File: config.mk
export PLATFORM = sky130hd
export DESIGN_NAME = pi_loop_controller
export DESIGN_NICKNAME = d
export VERILOG_FILES = /design/src/rtl/pi_loop_controller.sv
export SDC_FILE = /design/constraint.sdc
export NUM_CORES = 1
export LEC_CHECK = 0
export BUFFER_PORTS_ARGS = -buffer_cell sky130_fd_sc_hd__clkbuf_2
export CAP_MARGIN = 20
export CORE_AREA = 2 2 166 168
export DETAILED_ROUTE_END_ITERATION = 16
export DIE_AREA = 0 0 168 170
export PLACE_DENSITY = 0.73
export SLEW_MARGIN = 20
export SYNTH_ARGS = -nofsm -noshare
export SYNTH_HDL_FRONTEND = slang
export SYNTH_SLANG_ARGS = --single-unit
File: constraint.sdc
create_clock -name clk -period 6.35 [get_ports clk]
set_input_delay 1.5875 -clock clk [delete_from_list [all_inputs] [get_ports clk]]
set_output_delay 1.5875 -clock clk [all_outputs]
set_load 0.02 [all_outputs]
File: src/rtl/pi_loop_controller.sv
// PI loop sequencer: arms the ADC, drives the PI pipeline, clamps the result to the
// DAC range with integral anti-windup, and reports loop status.
module pi_loop_controller #(
  parameter int unsigned INPUT_WIDTH       = 18,
  parameter int unsigned OUTPUT_WIDTH      = 32,
  parameter int unsigned OUTPUT_RANGE_BITS = 20,
  parameter int unsigned PERIOD_WIDTH      = 32
) (
  input  logic                         clk,
  input  logic                         rst,
  input  logic                         enable_i,
  input  logic                         integral_clear_i,
  input  logic [PERIOD_WIDTH-1:0]      period_i,
  input  logic [OUTPUT_WIDTH-1:0]      kp_i,
  input  logic [OUTPUT_WIDTH-1:0]      ki_i,
  input  logic [INPUT_WIDTH-1:0]       setpoint_i,
  output logic                         adc_arm_o,
  input  logic                         adc_finished_i,
  input  logic [INPUT_WIDTH-1:0]       adc_data_i,
  output logic                         pi_cyc_o,
  output logic [OUTPUT_WIDTH-1:0]      pi_kp_o,
  output logic [OUTPUT_WIDTH-1:0]      pi_ki_o,
  output logic [OUTPUT_WIDTH-1:0]      pi_integral_input_o,
  output logic [INPUT_WIDTH-1:0]       pi_setpoint_o,
  output logic [INPUT_WIDTH-1:0]       pi_actual_o,
  input  logic                         pi_result_valid_i,
  input  logic                         pi_overflow_i,
  input  logic                         pi_underflow_i,
  input  logic [OUTPUT_WIDTH-1:0]      pi_result_i,
  input  logic [OUTPUT_WIDTH-1:0]      pi_integral_result_i,
  output logic                         dac_arm_o,
  input  logic                         dac_finished_i,
  output logic [OUTPUT_RANGE_BITS-1:0] dac_data_o,
  output logic                         running_o,
  output logic                         saturated_o,
  output logic [OUTPUT_WIDTH-1:0]      integral_o,
  output logic [31:0]                  iter_count_o
);

  localparam int unsigned ITER_WIDTH = 32;
  localparam int unsigned R          = OUTPUT_RANGE_BITS;

  localparam logic [2:0] S_IDLE  = 3'd0;
  localparam logic [2:0] S_ADC   = 3'd1;
  localparam logic [2:0] S_PIPE  = 3'd2;
  localparam logic [2:0] S_CLAMP = 3'd3;
  localparam logic [2:0] S_DAC   = 3'd4;

  localparam logic [R-1:0] DAC_MAX = {1'b0, {(R-1){1'b1}}};
  localparam logic [R-1:0] DAC_MIN = {1'b1, {(R-1){1'b0}}};

  logic [2:0]              state_q, state_d;
  logic [PERIOD_WIDTH-1:0] period_cnt_q, period_cnt_d;
  logic                    adc_arm_q, adc_arm_d;
  logic                    dac_arm_q, dac_arm_d;
  logic                    pi_cyc_q, pi_cyc_d;
  logic [OUTPUT_WIDTH-1:0] pi_kp_q, pi_kp_d;
  logic [OUTPUT_WIDTH-1:0] pi_ki_q, pi_ki_d;
  logic [INPUT_WIDTH-1:0]  pi_setpoint_q, pi_setpoint_d;
  logic [INPUT_WIDTH-1:0]  pi_actual_q, pi_actual_d;
  logic [R-1:0]            res_q, res_d;
  logic [OUTPUT_WIDTH-1:0] ires_q, ires_d;
  logic                    ov_q, ov_d;
  logic                    un_q, un_d;
  logic [R-1:0]            dac_data_q, dac_data_d;
  logic                    saturated_q, saturated_d;
  logic [OUTPUT_WIDTH-1:0] integral_q, integral_d;
  logic [ITER_WIDTH-1:0]   iter_count_q, iter_count_d;
  logic                    running_q, running_d;

  // Only the DAC-range slice of the pipeline result is ever driven out.
  logic unused_result_hi;
  assign unused_result_hi = ^pi_result_i[OUTPUT_WIDTH-1:R];

  always_comb begin
    state_d       = state_q;
    period_cnt_d  = (period_cnt_q == '1) ? period_cnt_q : period_cnt_q + PERIOD_WIDTH'(1);
    adc_arm_d     = adc_arm_q;
    dac_arm_d     = dac_arm_q;
    pi_cyc_d      = pi_cyc_q;
    pi_kp_d       = pi_kp_q;
    pi_ki_d       = pi_ki_q;
    pi_setpoint_d = pi_setpoint_q;
    pi_actual_d   = pi_actual_q;
    res_d         = res_q;
    ires_d        = ires_q;
    ov_d          = ov_q;
    un_d          = un_q;
    dac_data_d    = dac_data_q;
    saturated_d   = saturated_q;
    integral_d    = integral_q;
    iter_count_d  = iter_count_q;

    case (state_q)
      S_IDLE: begin
        if (enable_i && (period_cnt_q >= period_i)) begin
          state_d       = S_ADC;
          pi_kp_d       = kp_i;
          pi_ki_d       = ki_i;
          pi_setpoint_d = setpoint_i;
          // The start clock itself counts, so starts are exactly 'period' clocks apart.
          period_cnt_d  = PERIOD_WIDTH'(1);
          adc_arm_d     = 1'b1;
        end
      end
      S_ADC: begin
        if (adc_finished_i) begin
          pi_actual_d = adc_data_i;
          adc_arm_d   = 1'b0;
          pi_cyc_d    = 1'b1;
          state_d     = S_PIPE;
        end
      end
      S_PIPE: begin
        if (pi_result_valid_i) begin
          res_d    = pi_result_i[R-1:0];
          ires_d   = pi_integral_result_i;
          ov_d     = pi_overflow_i;
          un_d     = pi_underflow_i;
          pi_cyc_d = 1'b0;
          state_d  = S_CLAMP;
        end
      end
      S_CLAMP: begin
        if (ov_q) begin
          dac_data_d = DAC_MAX;
        end else if (un_q) begin
          dac_data_d = DAC_MIN;
        end else begin
          dac_data_d = res_q;
        end
        saturated_d = ov_q | un_q;
        // Anti-windup: a clamped iteration leaves the stored integral untouched.
        if (!(ov_q | un_q)) begin
          integral_d = ires_q;
        end
        dac_arm_d = 1'b1;
        state_d   = S_DAC;
      end
      S_DAC: begin
        if (dac_finished_i) begin
          dac_arm_d    = 1'b0;
          iter_count_d = iter_count_q + ITER_WIDTH'(1);
          state_d      = S_IDLE;
        end
      end
      default: begin
        state_d   = S_IDLE;
        adc_arm_d = 1'b0;
        dac_arm_d = 1'b0;
        pi_cyc_d  = 1'b0;
      end
    endcase

    if (integral_clear_i) begin
      integral_d = '0;
    end
    running_d = (state_d != S_IDLE);
  end

  always_ff @(posedge clk) begin
    if (rst) begin
      state_q       <= S_IDLE;
      period_cnt_q  <= '1;
      adc_arm_q     <= 1'b0;
      dac_arm_q     <= 1'b0;
      pi_cyc_q      <= 1'b0;
      pi_kp_q       <= '0;
      pi_ki_q       <= '0;
      pi_setpoint_q <= '0;
      pi_actual_q   <= '0;
      res_q         <= '0;
      ires_q        <= '0;
      ov_q          <= 1'b0;
      un_q          <= 1'b0;
      dac_data_q    <= '0;
      saturated_q   <= 1'b0;
      integral_q    <= '0;
      iter_count_q  <= '0;
      running_q     <= 1'b0;
    end else begin
      state_q       <= state_d;
      period_cnt_q  <= period_cnt_d;
      adc_arm_q     <= adc_arm_d;
      dac_arm_q     <= dac_arm_d;
      pi_cyc_q      <= pi_cyc_d;
      pi_kp_q       <= pi_kp_d;
      pi_ki_q       <= pi_ki_d;
      pi_setpoint_q <= pi_setpoint_d;
      pi_actual_q   <= pi_actual_d;
      res_q         <= res_d;
      ires_q        <= ires_d;
      ov_q          <= ov_d;
      un_q          <= un_d;
      dac_data_q    <= dac_data_d;
      saturated_q   <= saturated_d;
      integral_q    <= integral_d;
      iter_count_q  <= iter_count_d;
      running_q     <= running_d;
    end
  end

  assign adc_arm_o           = adc_arm_q;
  assign dac_arm_o           = dac_arm_q;
  assign pi_cyc_o            = pi_cyc_q;
  assign pi_kp_o             = pi_kp_q;
  assign pi_ki_o             = pi_ki_q;
  assign pi_setpoint_o       = pi_setpoint_q;
  assign pi_actual_o         = pi_actual_q;
  assign pi_integral_input_o = integral_q;
  assign dac_data_o          = dac_data_q;
  assign saturated_o         = saturated_q;
  assign integral_o          = integral_q;
  assign iter_count_o        = iter_count_q;
  assign running_o           = running_q;

endmodule
# After elaboration in Yosys (flattened, before gate mapping)
# Index checks and enable logic that the tools add are counted.
# W data, S select, Z words.
classes:
  addsub: 2
  n_lt_le_gt_ge: 1
  n_eq_ne: 9
  muxes: 18
  n_bitwise: 5
  reduce_logical: 15
op_table:
  columns: ["operator", "count"]
  rows:
  - ["$mux W32", 3]
  - ["$add A32 B1 Y32 const B", 2]
  - ["$mux W20", 2]
  - ["$eq A32 B32 Y1 const B", 1]
  - ["$ge A32 B32 Y1", 1]
  - ["$pmux W3 S5", 1]
  - ["$mux W3", 4]
  - ["$reduce_and A2 Y1", 6]
  - ["$pmux W1 S3", 3]
  - ["$reduce_or A3 Y1", 3]
  - ["$ne A2 B2 Y1 const B", 4]
  - ["$eq A3 B2 Y1 const B", 2]
  - ["$reduce_and A3 Y1", 2]
  - ["$mux W1", 5]
  - ["$not A1 Y1", 4]
  - ["$eq A3 B1 Y1 const B", 1]
  - ["$eq A3 B3 Y1 const B", 1]
  - ["$logic_not A3 Y1", 1]
  - ["$reduce_bool A3 Y1", 1]
  - ["$reduce_or A2 Y1", 1]
  - ["$logic_and A1 B1 Y1", 1]
  - ["$or A1 B1 Y1", 1]
word_totals:
  reg_bits: 278
  inputBits: 205
  output_inout_bits: 221
  wordCells: 68

# Logic depth before layout (Yosys ltp)
logic_depth:
  depth_word: 5
  ltp_mapped: 11
  ltp_nobuf: 8

# Least setup slack after synthesis
# Ideal clock, no wire load.
synth_path:
  kind: "input-to-reg"
  startpoint: "input period_i[15]"
  endpoint: "register pi_ki_q[31], in the netlist pi_ki_o[31]"
  setup_time_ps: 72
  arrival_ps: 3600
  required_time_ps: 6278
  slack_ps: 2678
  path_stages: 11
  path_buffers: 3
  cell_sequence: "inv_1 > ha_1 > nand4_1 > nor3_1 > or4b_1 > a31oi_1 > o2111a_1 > buf_6 > buf_8 > buf_12 > mux2i_1"
synth_via:
  elab_chain_len: 3
synth_rtl:
  columns: ["element", "line_no", "text"]
  rows:
  - ["start, declared", "13", "input logic [PERIOD_WIDTH-1:0] period_i,"]
  - ["$ge A32 B32 Y1", "96", "if (enable_i && (period_cnt_q >= period_i)) begin"]
  - ["$logic_and A1 B1 Y1", "96", null]
  - ["$reduce_and A2 Y1 (no source line)", null, null]
  - ["end signal, assigned", "188", "pi_ki_q <= pi_ki_d;"]
  - ["end, declared", "58", "logic [OUTPUT_WIDTH-1:0] pi_ki_q, pi_ki_d;"]
# Every way passes these cells.
# A chain may end at the register's enable or synchronous reset.

# Worst setup path in the final report
layout_path:
  startpoint: "input period_i[14]"
  endpoint: "register pi_ki_q[21], in the netlist pi_ki_o[21]"
# Same word-level chain as after synthesis.

==> flow_metrics.py <==
metrics = {
    "status": {
        "outcome": "finished, final reports clean",
    },
    "synth": {
        "async_reset_ff_share_pct": 0,
        "synth-main-ff-cell": "dfxtp_1",
        "syn_area_um2": 11900,
        "synth_edf_count": 0,
        "yosysSeqAreaShare_pct": 46.76,
        "yosysWarnings": 0,
        "synth_cells": 1428,
        "synth_nets": 1667,
        "ys_types": 50,
        "ys_ff_latch": 278,
        "syn_area_per_cell_um2": 8.335,
    },
    "clocking": {
        "cts_made_buffers": 29,
        "cts.repair.resized": 0,
        "root_buffer": "clkbuf_16",
        "cts_hold_buf": 0,
        "htree_levels": 1,
        "clock_path_buffers": 3,
        "path_clk_slew_ns": 0.06,
        "post_cts_buffers": 0,
        "cts.sinks": 278,
        "clk_latency_ns": 0.54,
        "cts_tree": "done",
    },
    "worst_setup_path": {
        "start_kind": "input pin",
        "crit_fanout": 34,
        "cp.arrival_ns": 4.73,
        "cp_data_required_time_ns": 6.81,
        "r2r_setup_slack_ns": 2.86,
        "path_class": "input pin to flip-flop",
        "endpoint_kind": "flip-flop",
    },
    "placed_design": {
        "dp.cells": 2075,
        "place_area_um2": 13860,
        "dp_hpwl_mm": 23.15,
        "globalplace.congestion": 0.8285,
        "pre_cts_ws_ns": 1.486,
        "io_buffers": 413,
    },
    "power": {
        "ir_drop_uv": 231.2,
        "p_leak_uw": 0.006543,
        "power_density_nw_per_um2": 298.5,
    },
    "min_path": {
        "hold_class": "flip-flop to flip-flop",
    },
    "finish": {
        "seqCellArea_um2": 5565,
        "drive_gt1_share_pct": 27.06,
        "num-fill-cells": 2435,
        "multi_input_area_um2": 5540,
        "final_common_cell": "nand2_1",
        "stdcell_count": 2128,
        "final_cell_mix": "418 x nand2_1, 412 x clkbuf_2, 278 x dfxtp_1",
        "area_growth_pct": 24.57,
        "fin_area_um2": 14830,
        "final_nets": 2005,
    },
    "detailed_routing": {
        "drc": 0,
        "ant_nets": 0,
        "dr.pass1.iters": 5,
        "vias": 10668,
        "routed_via_density": 5.013,
        "drt-total-wl_mm": 32.37,
        "drtIter0Drc": 662,
        "wl_per_cell_um": 15.21,
    },
    "die": {
        "pin_count": 426,
        "initial_core_util_pct": 44.66,
        "die_h_um": 170,
        "std_cell_rows": 60,
        "die_area_um2": 28560,
        "die_w_um": 168,
        "coreArea_um2": 26650,
    },
    "timing": {
        "fin_ws_ns": 2.071,
        "rsz0062_at_grt": "no",
        "final-setup-viol-count": 0,
        "period_minus_slack_ns": 4.279,
        "hold_viol": 0,
        "clock_skew_ns": 0.01791,
        "worstMarginPinSlew_ns": 0.8844,
        "setup_tns_ns": 0,
        "timing.slew.headroom_pct": 40.96,
        "period_share_pct": 67.39,
        "drv_slew": 0,
        "fmaxAchievable_mhz": 233.7,
    },
    "grt": {
        "track_usage_pct": 21.36,
        "antenna_found_initial": 2,
        "overflow": 0,
        "grt_pass1_wl_mm": 49.88,
        "grt_pass1_vias": 9923,
        "grt_max_degree": 113,
    },
    "flow_run": {
        "max-cap-violations": 0,
    },
}
-- critical path: stages --
cell and delay (ns):
clkbuf_2 0.08, inv_1 0.04, ha_1 0.29, nand4_1 0.14, nor3_1 0.26, or4b_1 0.46, a31oi_1 0.43, o2111a_4 0.65
buf_4 0.50, mux2i_1 0.25
-- flip-flops by register name, indices dropped and copies added (netlist names), 3 cells and up --
name and count:
res_q 20, integral_o 32, pi_kp_o 32, dac_data_o 20
pi_ki_o 32, period_cnt_q 32, pi_actual_o 18, ires_q 32
state_q 3, iter_count_o 32, pi_setpoint_o 18
-- final cells by class --
cell class	count	area share (%)
Antenna cell	2	0.03376
Sequential cell	278	37.54
Timing Repair Buffer	424	14.77
Tap cell	341	2.878
Clock inverter	9	0.6920
Clock buffer	41	5.671
Inverter	41	1.055
Multi-Input combinational cell	992	37.37
-- final timing paths --
path | depth (start not counted) | to | startpoint
worst max-delay path | 10 | pi_ki_o[21]$_SDFFE_PP0P_ | period_i[14]
worst max register to register | 8 | pi_ki_o[21]$_SDFFE_PP0P_ | period_cnt_q[14]$_SDFF_PP1_
worst min-delay path | 2 | integral_o[5]$_SDFFE_PP0P_ | ires_q[5]$_SDFFE_PP0P_
worst min register to register | 2 | integral_o[5]$_SDFFE_PP0P_ | ires_q[5]$_SDFFE_PP0P_
-- report_power, final --
group          leakage (µW)  internal [µW]  switching (µW)
sequential          0.00226           1870             110
combinational       0.00381            312             457
clock              0.000470            996             680
-- cell families after synthesis --
| family | share of synthesized area (%) |
|---|---|
| flops | 46.76 |
| compound gates | 10.43 |
| buf+inv | 6.864 |
| xor+xnor | 3.973 |
| mux | 7.232 |
| fa+ha+maj | 3.574 |
| simple gates | 21.17 |
-- synthesized netlist by cell type (22+ instances only) --
master | instances | area, µm²
nand3_1 | 22 | 110.1
a21oi_1 | 145 | 725.7
mux2i_1 | 86 | 860.8
clkbuf_1 | 71 | 266.5
xor2_1 | 31 | 271.5
inv_1 | 39 | 146.4
nor2_1 | 65 | 244.0
nand2_1 | 418 | 1569
xnor2_1 | 23 | 201.4
ha_1 | 34 | 425.4
buf_4 | 36 | 270.3
o21ai_0 | 41 | 205.2
dfxtp_1 | 278 | 5565
-- stage by stage --
stage | hold slack, ns | total power (µW) | utilization [%]
6_report | 0.4484 | 4426 | 55.63
5_1_grt | 0.4665 | 4644 | 55.62
4_1_cts | 0.4525 | 4479 | 55.54
3_5_place_dp | 0.4437 | 2788 | 52.00
3_3_place_gp | 0.4359 | 2763 | 52.00
2_1_floorplan | 0.4321 | 2555 | -
-- routing by layer --
| layer | routed length [µm] | part of all wire (%) | global-route usage, % |
|---|---|---|---|
| met2 | 16050 | 50 | 38.59 |
| met3 | 2309 | 7.1 | 5.372 |
| met1 | 12790 | 40 | 24.22 |
| met4 | 1215 | 3.8 | 8.318 |
| met5 | 0 | 0 | 0 |
No activity file was read; power rests on OpenSTA's default activity.
